--- config.mk ---
export PLATFORM = sky130hd
export DESIGN_NAME = procyon_ifq
export DESIGN_NICKNAME = d
export VERILOG_FILES = /design/src/rtl/procyon_ifq.sv
export SDC_FILE = /design/constraint.sdc
export NUM_CORES = 1
export LEC_CHECK = 0
export ABC_AREA = 1
export CORE_AREA = 2 2 241 243
export CTS_CLUSTER_SIZE = 20
export DETAILED_ROUTE_END_ITERATION = 7
export DIE_AREA = 0 0 243 245
export GPL_TIMING_DRIVEN = 0
export PLACE_DENSITY = 0.5
export SETUP_SLACK_MARGIN = 0.05
export SYNTH_ARGS = -nofsm -noshare
export SYNTH_HDL_FRONTEND = slang
export SYNTH_SLANG_ARGS = --single-unit
--- constraint.sdc ---
create_clock -name clk -period 5.1 [get_ports clk]
set_clock_uncertainty 0.2 [all_clocks]
set_input_delay 1.275 -clock clk [delete_from_list [all_inputs] [get_ports clk]]
set_output_delay 1.275 -clock clk [all_outputs]
set_load 0.1 [all_outputs]
--- src/rtl/procyon_ifq.sv ---
// Instruction fetch miss queue: coalesces I-cache line misses, issues one line read
// at a time on the CCU request port and returns each filled line to the I-cache.
//
// state | meaning
// IDLE  | no request outstanding; starts one when the head entry is valid
// REQ   | read request presented to the CCU arbiter, waiting for grant (or early done)
// WAIT  | request granted, waiting for read completion
// FILL  | one-cycle fill pulse to the I-cache; head entry retired

`ifndef PCYN_CCU_LEN_WIDTH
`define PCYN_CCU_LEN_WIDTH 4
`endif

module procyon_ifq #(
    parameter int OPTN_ADDR_WIDTH   = 32,
    parameter int OPTN_IFQ_DEPTH    = 2,
    parameter int OPTN_IC_LINE_SIZE = 32,
    parameter int IC_LINE_WIDTH     = OPTN_IC_LINE_SIZE * 8
) (
    input  logic                            clk,
    input  logic                            n_rst,

    input  logic                            i_ifq_lookup_valid,
    input  logic [OPTN_ADDR_WIDTH-1:0]      i_ifq_lookup_addr,
    output logic                            o_ifq_lookup_retry,
    input  logic                            i_ifq_flush,

    output logic                            o_ifq_fill_en,
    output logic [OPTN_ADDR_WIDTH-1:0]      o_ifq_fill_addr,
    output logic [IC_LINE_WIDTH-1:0]        o_ifq_fill_data,

    input  logic                            i_ccu_grant,
    input  logic                            i_ccu_done,
    input  logic [IC_LINE_WIDTH-1:0]        i_ccu_data,
    output logic                            o_ccu_en,
    output logic                            o_ccu_we,
    output logic [`PCYN_CCU_LEN_WIDTH-1:0]  o_ccu_len,
    output logic [OPTN_ADDR_WIDTH-1:0]      o_ccu_addr
);

    localparam int IDX_WIDTH = $clog2(OPTN_IFQ_DEPTH);
    localparam logic [OPTN_ADDR_WIDTH-1:0] OFFSET_MASK = OPTN_ADDR_WIDTH'(OPTN_IC_LINE_SIZE - 1);
    localparam logic [IDX_WIDTH:0] FULL_COUNT = (IDX_WIDTH + 1)'(OPTN_IFQ_DEPTH);
    localparam logic [IDX_WIDTH:0] ONE_COUNT  = (IDX_WIDTH + 1)'(1);
    localparam logic [IDX_WIDTH-1:0] PTR_ONE  = IDX_WIDTH'(1);
    // Length code is log2 of the transfer size in bytes.
    localparam logic [`PCYN_CCU_LEN_WIDTH-1:0] CCU_LEN = `PCYN_CCU_LEN_WIDTH'($clog2(OPTN_IC_LINE_SIZE));

    typedef enum logic [1:0] {
        ST_IDLE,
        ST_REQ,
        ST_WAIT,
        ST_FILL
    } state_t;

    state_t state;
    state_t state_next;

    logic [OPTN_IFQ_DEPTH-1:0]                       entry_valid;
    logic [OPTN_IFQ_DEPTH-1:0][OPTN_ADDR_WIDTH-1:0]  entry_addr;
    logic [IDX_WIDTH-1:0]                            head;
    logic [IDX_WIDTH-1:0]                            tail;
    logic [IDX_WIDTH:0]                              count;

    logic [OPTN_ADDR_WIDTH-1:0] lookup_line;
    logic                       lookup_hit;
    logic                       queue_full;
    logic                       alloc;
    logic                       dequeue;
    logic                       busy;
    logic                       ccu_active;
    logic                       fill_capture;

    always_comb begin
        lookup_line = i_ifq_lookup_addr & ~OFFSET_MASK;
        lookup_hit  = 1'b0;
        for (int i = 0; i < OPTN_IFQ_DEPTH; i++) begin
            if (entry_valid[i] && (entry_addr[i] == lookup_line)) begin
                lookup_hit = 1'b1;
            end
        end
    end

    // Full is judged on the registered count, so a same-cycle dequeue does not free a slot.
    assign queue_full         = (count == FULL_COUNT);
    assign alloc              = i_ifq_lookup_valid && !i_ifq_flush && !lookup_hit && !queue_full;
    assign o_ifq_lookup_retry = i_ifq_lookup_valid && !i_ifq_flush && !lookup_hit && queue_full;

    assign busy         = (state != ST_IDLE);
    assign ccu_active   = (state == ST_REQ) || (state == ST_WAIT);
    assign dequeue      = (state == ST_FILL);
    assign fill_capture = ccu_active && i_ccu_done;

    assign o_ccu_en      = ccu_active;
    assign o_ccu_we      = 1'b0;
    assign o_ccu_len     = CCU_LEN;
    assign o_ccu_addr    = ccu_active ? entry_addr[head] : '0;
    assign o_ifq_fill_en = (state == ST_FILL);

    always_comb begin
        state_next = state;
        unique case (state)
            // An allocation into an empty queue lands at head, so the request can start at once.
            ST_IDLE: if (!i_ifq_flush && (entry_valid[head] || alloc)) state_next = ST_REQ;
            ST_REQ: begin
                if (i_ccu_done) state_next = ST_FILL;
                else if (i_ccu_grant) state_next = ST_WAIT;
            end
            ST_WAIT: if (i_ccu_done) state_next = ST_FILL;
            ST_FILL: state_next = ST_IDLE;
            default: state_next = ST_IDLE;
        endcase
    end

    always_ff @(posedge clk or negedge n_rst) begin
        if (!n_rst) state <= ST_IDLE;
        else        state <= state_next;
    end

    always_ff @(posedge clk or negedge n_rst) begin
        if (!n_rst) begin
            entry_valid <= '0;
            entry_addr  <= '0;
            head        <= '0;
            tail        <= '0;
            count       <= '0;
        end else begin
            if (i_ifq_flush) begin
                for (int i = 0; i < OPTN_IFQ_DEPTH; i++) begin
                    if (!(busy && (IDX_WIDTH'(i) == head))) entry_valid[i] <= 1'b0;
                end
            end
            if (dequeue) begin
                entry_valid[head] <= 1'b0;
                head              <= head + PTR_ONE;
            end
            if (alloc) begin
                entry_valid[tail] <= 1'b1;
                entry_addr[tail]  <= lookup_line;
            end

            if (i_ifq_flush) begin
                tail  <= busy ? head + PTR_ONE : head;
                count <= (busy && !dequeue) ? ONE_COUNT : '0;
            end else begin
                if (alloc) tail <= tail + PTR_ONE;
                count <= count + (IDX_WIDTH + 1)'(alloc) - (IDX_WIDTH + 1)'(dequeue);
            end
        end
    end

    always_ff @(posedge clk or negedge n_rst) begin
        if (!n_rst) begin
            o_ifq_fill_addr <= '0;
            o_ifq_fill_data <= '0;
        end else if (fill_capture) begin
            o_ifq_fill_addr <= entry_addr[head];
            o_ifq_fill_data <= i_ccu_data;
        end
    end

endmodule

### Yosys cells after proc, flatten, opt, wreduce, memory -nomap -nowiden

Cells that the tools add are included.

| word-level totals | value |
|---|---|
| register bits | 360 |
| bits of input ports | 294 |
| output and inout port bits | 328 |
| word-level logic and storage cells | 82 |

| cells by class | value |
|---|---|
| $add $sub $neg | 4 |
| order comparisons | 4 |
| equality and inequality tests | 9 |
| mux-type cells | 29 |
| bitwise logic cells | 4 |
| reduce and logical (&&, ||, !) cells | 23 |

Operators by type and width:

| operator | number |
|---|---|
| 2-to-1 mux 32 bit | 4 |
| bitwise mux 64 bit | 1 |
| == test 32 bit | 2 |
| demux 32 bit (select 1 bit) | 1 |
| 2-to-1 mux 2 bit | 8 |
| logical AND 1 bit | 13 |
| 2-to-1 mux 1 bit | 12 |
| one-hot mux 2 bit (4 select lines) | 1 |
| == test 2 bit (second input constant) | 3 |
| zero test 1 bit | 4 |
| < comparator 1 x 2 -> 1 bit (second input constant) | 2 |
| != test 2 bit (second input constant) | 2 |
| nonzero test 2 bit | 2 |
| != test 3 bit (second input constant) | 1 |
| AND reduction 3 bit | 1 |
| adder 1 bit (second input constant) | 2 |
| adder 2 x 1 -> 2 bit | 1 |
| bitwise AND 2 bit | 1 |
| demux 1 bit (select 1 bit) | 2 |
| == test 2 x 1 -> 1 bit (second input constant) | 1 |
| >= comparator 1 bit (second input constant) | 2 |
| zero test 2 bit | 1 |
| logical OR 1 bit | 2 |
| inverter 2 bit | 1 |
| 3 further kinds | 3 |

### Depth between registers and ports, before layout

| depth | value |
|---|---|
| depth in word-level cells | 11 |
| depth in mapped cells | 16 |
| gate-level depth less buffers | 15 |

### Worst setup path after synthesis

No wires, ideal clock.

| timing | value |
|---|---|
| path kind | in2out |
| start | input port i_ifq_lookup_addr[30] |
| end | output port o_ifq_lookup_retry |
| arrival | 3.110 ns |
| required time | 3.625 ns |
| slack | 0.515 ns |
| stages on the path | 11 |
| buffers on the path | 0 |
| path through | inv_1 > nand2_1 > nand2_1 > nor2_1 > nand2_1 > nor2_1 > nand2_1 > nor2_1 > nor2_2 > nand2_2 > nor2_1 |

| on the way | value |
|---|---|
| cells in the longest elaborated chain, start to end | 7 |
| elaborated cells between the ends (all ways) | 9 |
| those cells by class | eq/ne: 2; mux: 2; reduce/logical: 5 |

RTL lines:

| item | RTL line | source |
|---|---|---|
| start, declared | 24 | `input logic [OPTN_ADDR_WIDTH-1:0] i_ifq_lookup_addr,` |
| == test 32 bit | 78 | `if (entry_valid[i] && (entry_addr[i] == lookup_line)) begin` |
| logical AND 1 bit | 78 |  |
| 2-to-1 mux 1 bit | 78 |  |
| 2-to-1 mux 1 bit (*) | 78 |  |
| zero test 1 bit (*) | 87 | `assign o_ifq_lookup_retry = i_ifq_lookup_valid && !i_ifq_flush && !lookup_hit && queue_full;` |
| logical AND 1 bit (*) (2 in a row) | 87 |  |
| end, declared | 25 | `output logic o_ifq_lookup_retry,` |

Mark *: on every way between the ends. The rest lies on a longest branch, timed or not.

### Worst setup path after layout

| timing | value |
|---|---|
| start | register head |
| end | output port o_ccu_addr[12] |

| on the way | value |
|---|---|
| cells in the longest elaborated chain, start to end | 3 |

RTL lines:

| item | RTL line | source |
|---|---|---|
| start, declared | 61 | `logic [IDX_WIDTH-1:0] head;` |
| start signal, assigned | 135 | `head <= head + PTR_ONE;` |
| 2-to-1 mux 32 bit (not written as such) (2 in a row) | 97 | `assign o_ccu_addr = ccu_active ? entry_addr[head] : '0;` |
| 2-to-1 mux 32 bit | 97 |  |
| end, declared | 38 | `output logic [OPTN_ADDR_WIDTH-1:0] o_ccu_addr` |

Every way passes these cells. The select of a mux whose other input is x is not followed.

==> flow_summary.rst <==
.. list-table::
   :header-rows: 1

   * - Metric
     - Value
   * - # Max-Cap Violations
     - 0
   * - Setup repair after global routing missed its margin
     - no
   * - Maximum root-to-sink buffer count
     - 3
   * - Tcrit/Tclk final
     - 0.966
   * - Synthesized area
     - 0.0144 mm^2
   * - Clock transition at the registers of the reported paths
     - 0.06 ns
   * - Initial Util
     - 0.252
   * - Flops & latches, synth
     - 345
   * - Time the worst path needs with I/O delays and setup
     - 4.92 ns
   * - Number of hold-slack violations in the final timing report
     - 0
   * - Ys async rst share
     - 1.00
   * - Setup violations, final
     - 0
   * - Count of filler cells inserted in the layout
     - 5637
   * - ANT nets after route
     - 0
   * - Clk Latency, worst-skew pair
     - 0.56 ns
   * - Number of vias after detailed routing
     - 11400
   * - Number of enable-type register cells in the synthesized netlist
     - 0
   * - Cell depth of the worst min-delay path
     - 2
   * - Cell type with the highest aggregate area in the netlist
     - dfrtp_1
   * - Die area
     - 0.0595 mm^2
   * - Post-synth top cells
     - dfrtp_1, mux2_2, nand2_1
   * - Number of global-route vias before repair
     - 11700
   * - Count of buffers inserted at the top-level ports
     - 601
   * - Slew @ Worst Pin
     - 1.15 ns
   * - TritonCTS Sinks
     - 345
   * - Number of levels the H-tree was split into
     - 2
   * - Drt via density
     - 4.27
   * - Count of buffers added by post-CTS timing repair for setup
     - 0
   * - Total I/O pin count
     - 622
   * - Pre-Repair DR Iteration Count
     - 5
   * - DRT iter0 DRCs
     - 436
   * - CP Data Arrival Time
     - 3.45 ns
   * - CP required
     - 3.62 ns
   * - Number of slew-limit violations in the final report
     - 0
   * - Distinct cell type count of the synthesized netlist
     - 32
   * - WL/cell
     - 20.2 um
   * - Share of the synthesized area in the top cell type
     - 0.600
   * - Root Buffer Master
     - clkbuf_16
   * - Synth-to-Final Area Change
     - 59.6%
   * - Residual DRC count
     - 0
   * - Area of the multi-input gates
     - 0.00511 mm^2
   * - Placeable core region
     - 0.0570 mm^2
   * - Ys flop type
     - dfrtp_1
   * - All-Layer GR Usage
     - 0.178
   * - Total negative setup slack
     - 0 ns
   * - Average cell area after synthesis
     - 11.9 um^2
   * - Antenna violations before repair
     - 8
   * - Register-to-Register Path Depth
     - 8
   * - Height of the chip
     - 245 um
   * - Global-route wire length before repair
     - 79100 um
   * - Gr ovfl total
     - 0
   * - Die X
     - 243 um
   * - Yosys warning count
     - 0
   * - Max frequency
     - 0.203 GHz
   * - Worst relative slew slack
     - 0.230
   * - Result of the run
     - finished, final reports clean
   * - Share of synthesized area occupied by flip-flops and latches
     - 0.600
   * - Fraction of final layout cells with drive strength greater than 1
     - 0.227
   * - Launching element type of the critical path
     - flip-flop
   * - Number of rows in the core area
     - 88
   * - CP endpoint kind
     - output pin
   * - Count of hold buffers inserted by post-cts repair
     - 0
   * - Maximum number of pins on one net before global-route repair
     - 96
   * - Number of CTS-inserted buffers
     - 43
   * - Count of mapped cells out of synthesis
     - 1210
   * - CP max FO
     - 10
   * - Path category of the worst min-delay check
     - reg2reg
   * - Hpwl dp
     - 42300 um
   * - Dominant cell by count in the synthesized netlist
     - dfrtp_1
   * - Total Nets Final
     - 2174
   * - Total routed wirelength
     - 54000 um
   * - Routability cong.
     - 0.854
   * - CTS tree
     - yes
   * - Category of the most critical setup path
     - reg2out
   * - Combined flip-flop and latch cell area
     - 0.00863 mm^2
   * - Largest cells by area after synthesis
     - dfrtp_1, mux2_2, nand2_1, o21ai_0, nor2_1
## metrics by stage
step,instance area [um^2],cells,utilization,hold slack [ns],setup slack (ns)
2_1_floorplan,14400,1223,-,0.259,0.515
3_3_place_gp,21400,2589,0.375,0.271,-13.81
3_5_place_dp,21500,2592,0.377,0.277,-0.263
4_1_cts,22900,2669,0.402,0.290,0.0103
5_1_grt,23000,2672,0.403,0.309,0.0536
6_report,23000,2673,0.403,0.286,0.175
## final timing paths
| kind | from | to | slack (ns) |
|---|---|---|---|
| setup / recovery | head$_DFFE_PN0P_ | o_ccu_addr[12] | 0.18 |
| hold reg to reg | o_ifq_fill_addr[16]$_DFFE_PN0P_ | o_ifq_fill_addr[16]$_DFFE_PN0P_ | 0.29 |
| hold / removal | o_ifq_fill_addr[16]$_DFFE_PN0P_ | o_ifq_fill_addr[16]$_DFFE_PN0P_ | 0.29 |
| max in group asynchronous | n_rst | o_ifq_fill_data[166]$_DFFE_PN0P_ | 2.78 |
| min in group asynchronous | n_rst | o_ifq_fill_data[109]$_DFFE_PN0P_ | 0.56 |
| setup reg to reg | state[0]$_DFFE_PN0P_ | o_ifq_fill_addr[9]$_DFFE_PN0P_ | 1.72 |
## flip-flops by register name (all words and copies together) (netlist names)
register,count
entry_addr,54
tail,1
head,1
state,2
entry_valid,2
o_ifq_fill_data,256
count,2
o_ifq_fill_addr,27
## layer usage
layer	track usage	wire length, um	up-vias
met5	0	50	-
met4	0.0617	1540	8
met3	0.0523	4200	82
met2	0.297	26500	399
met1	0.218	21700	5614
li1	-	-	5298
## logic make-up after synthesis
kind of cell | Yosys count | synth area share
simple gates | 315 | 0.0854
other cells | 2 | 0.000522
buf+inv | 146 | 0.0480
compound gates | 122 | 0.0489
xor+xnor | 14 | 0.00852
mux | 258 | 0.202
flops | 345 | 0.600
fa+ha+maj | 8 | 0.00696
## layout by cell type, fill, tap and decap left out, drive strengths merged, types with 5 or more instances in the layout
cell	netlist	final
clkdlybuf4s50	0	591
dfrtp	345	345
mux2	256	256
nand2	239	239
o21ai	117	117
inv	77	79
clkbuf	15	79
nor2	61	61
buf	53	57
conb	2	15
nand3	11	11
clkinv	1	10
xnor2	9	9
ha	8	8
dlymetal6s2s	0	6
xor2	5	5
## cell type report
type	instances	area share
multi-input combinational	732	0.223
clock inverter	14	0.00730
timing repair buffer	604	0.266
tap	765	0.0417
buffer	68	0.0173
inverter	78	0.0127
antenna	4	0.000436
sequential	345	0.376
clock buffer	63	0.0558
## worst max-delay path: stages (launching register included)
cell,delay [ns]
dfrtp_1,0.35
clkbuf_1,0.39
clkbuf_1,0.53
o21ai_0,0.32
nor2_1,0.15
clkdlybuf4s50_1,1.15
## repair_timing
action,4_1_cts,5_1_grt
cloned,0,0
hold endpoints to repair,0,0
endpoints found under the setup margin,3,7
gates resized for setup,3,8
Power is not shown: default switching activity piles up to over one toggle a cycle in this logic, so the estimate is an artifact.
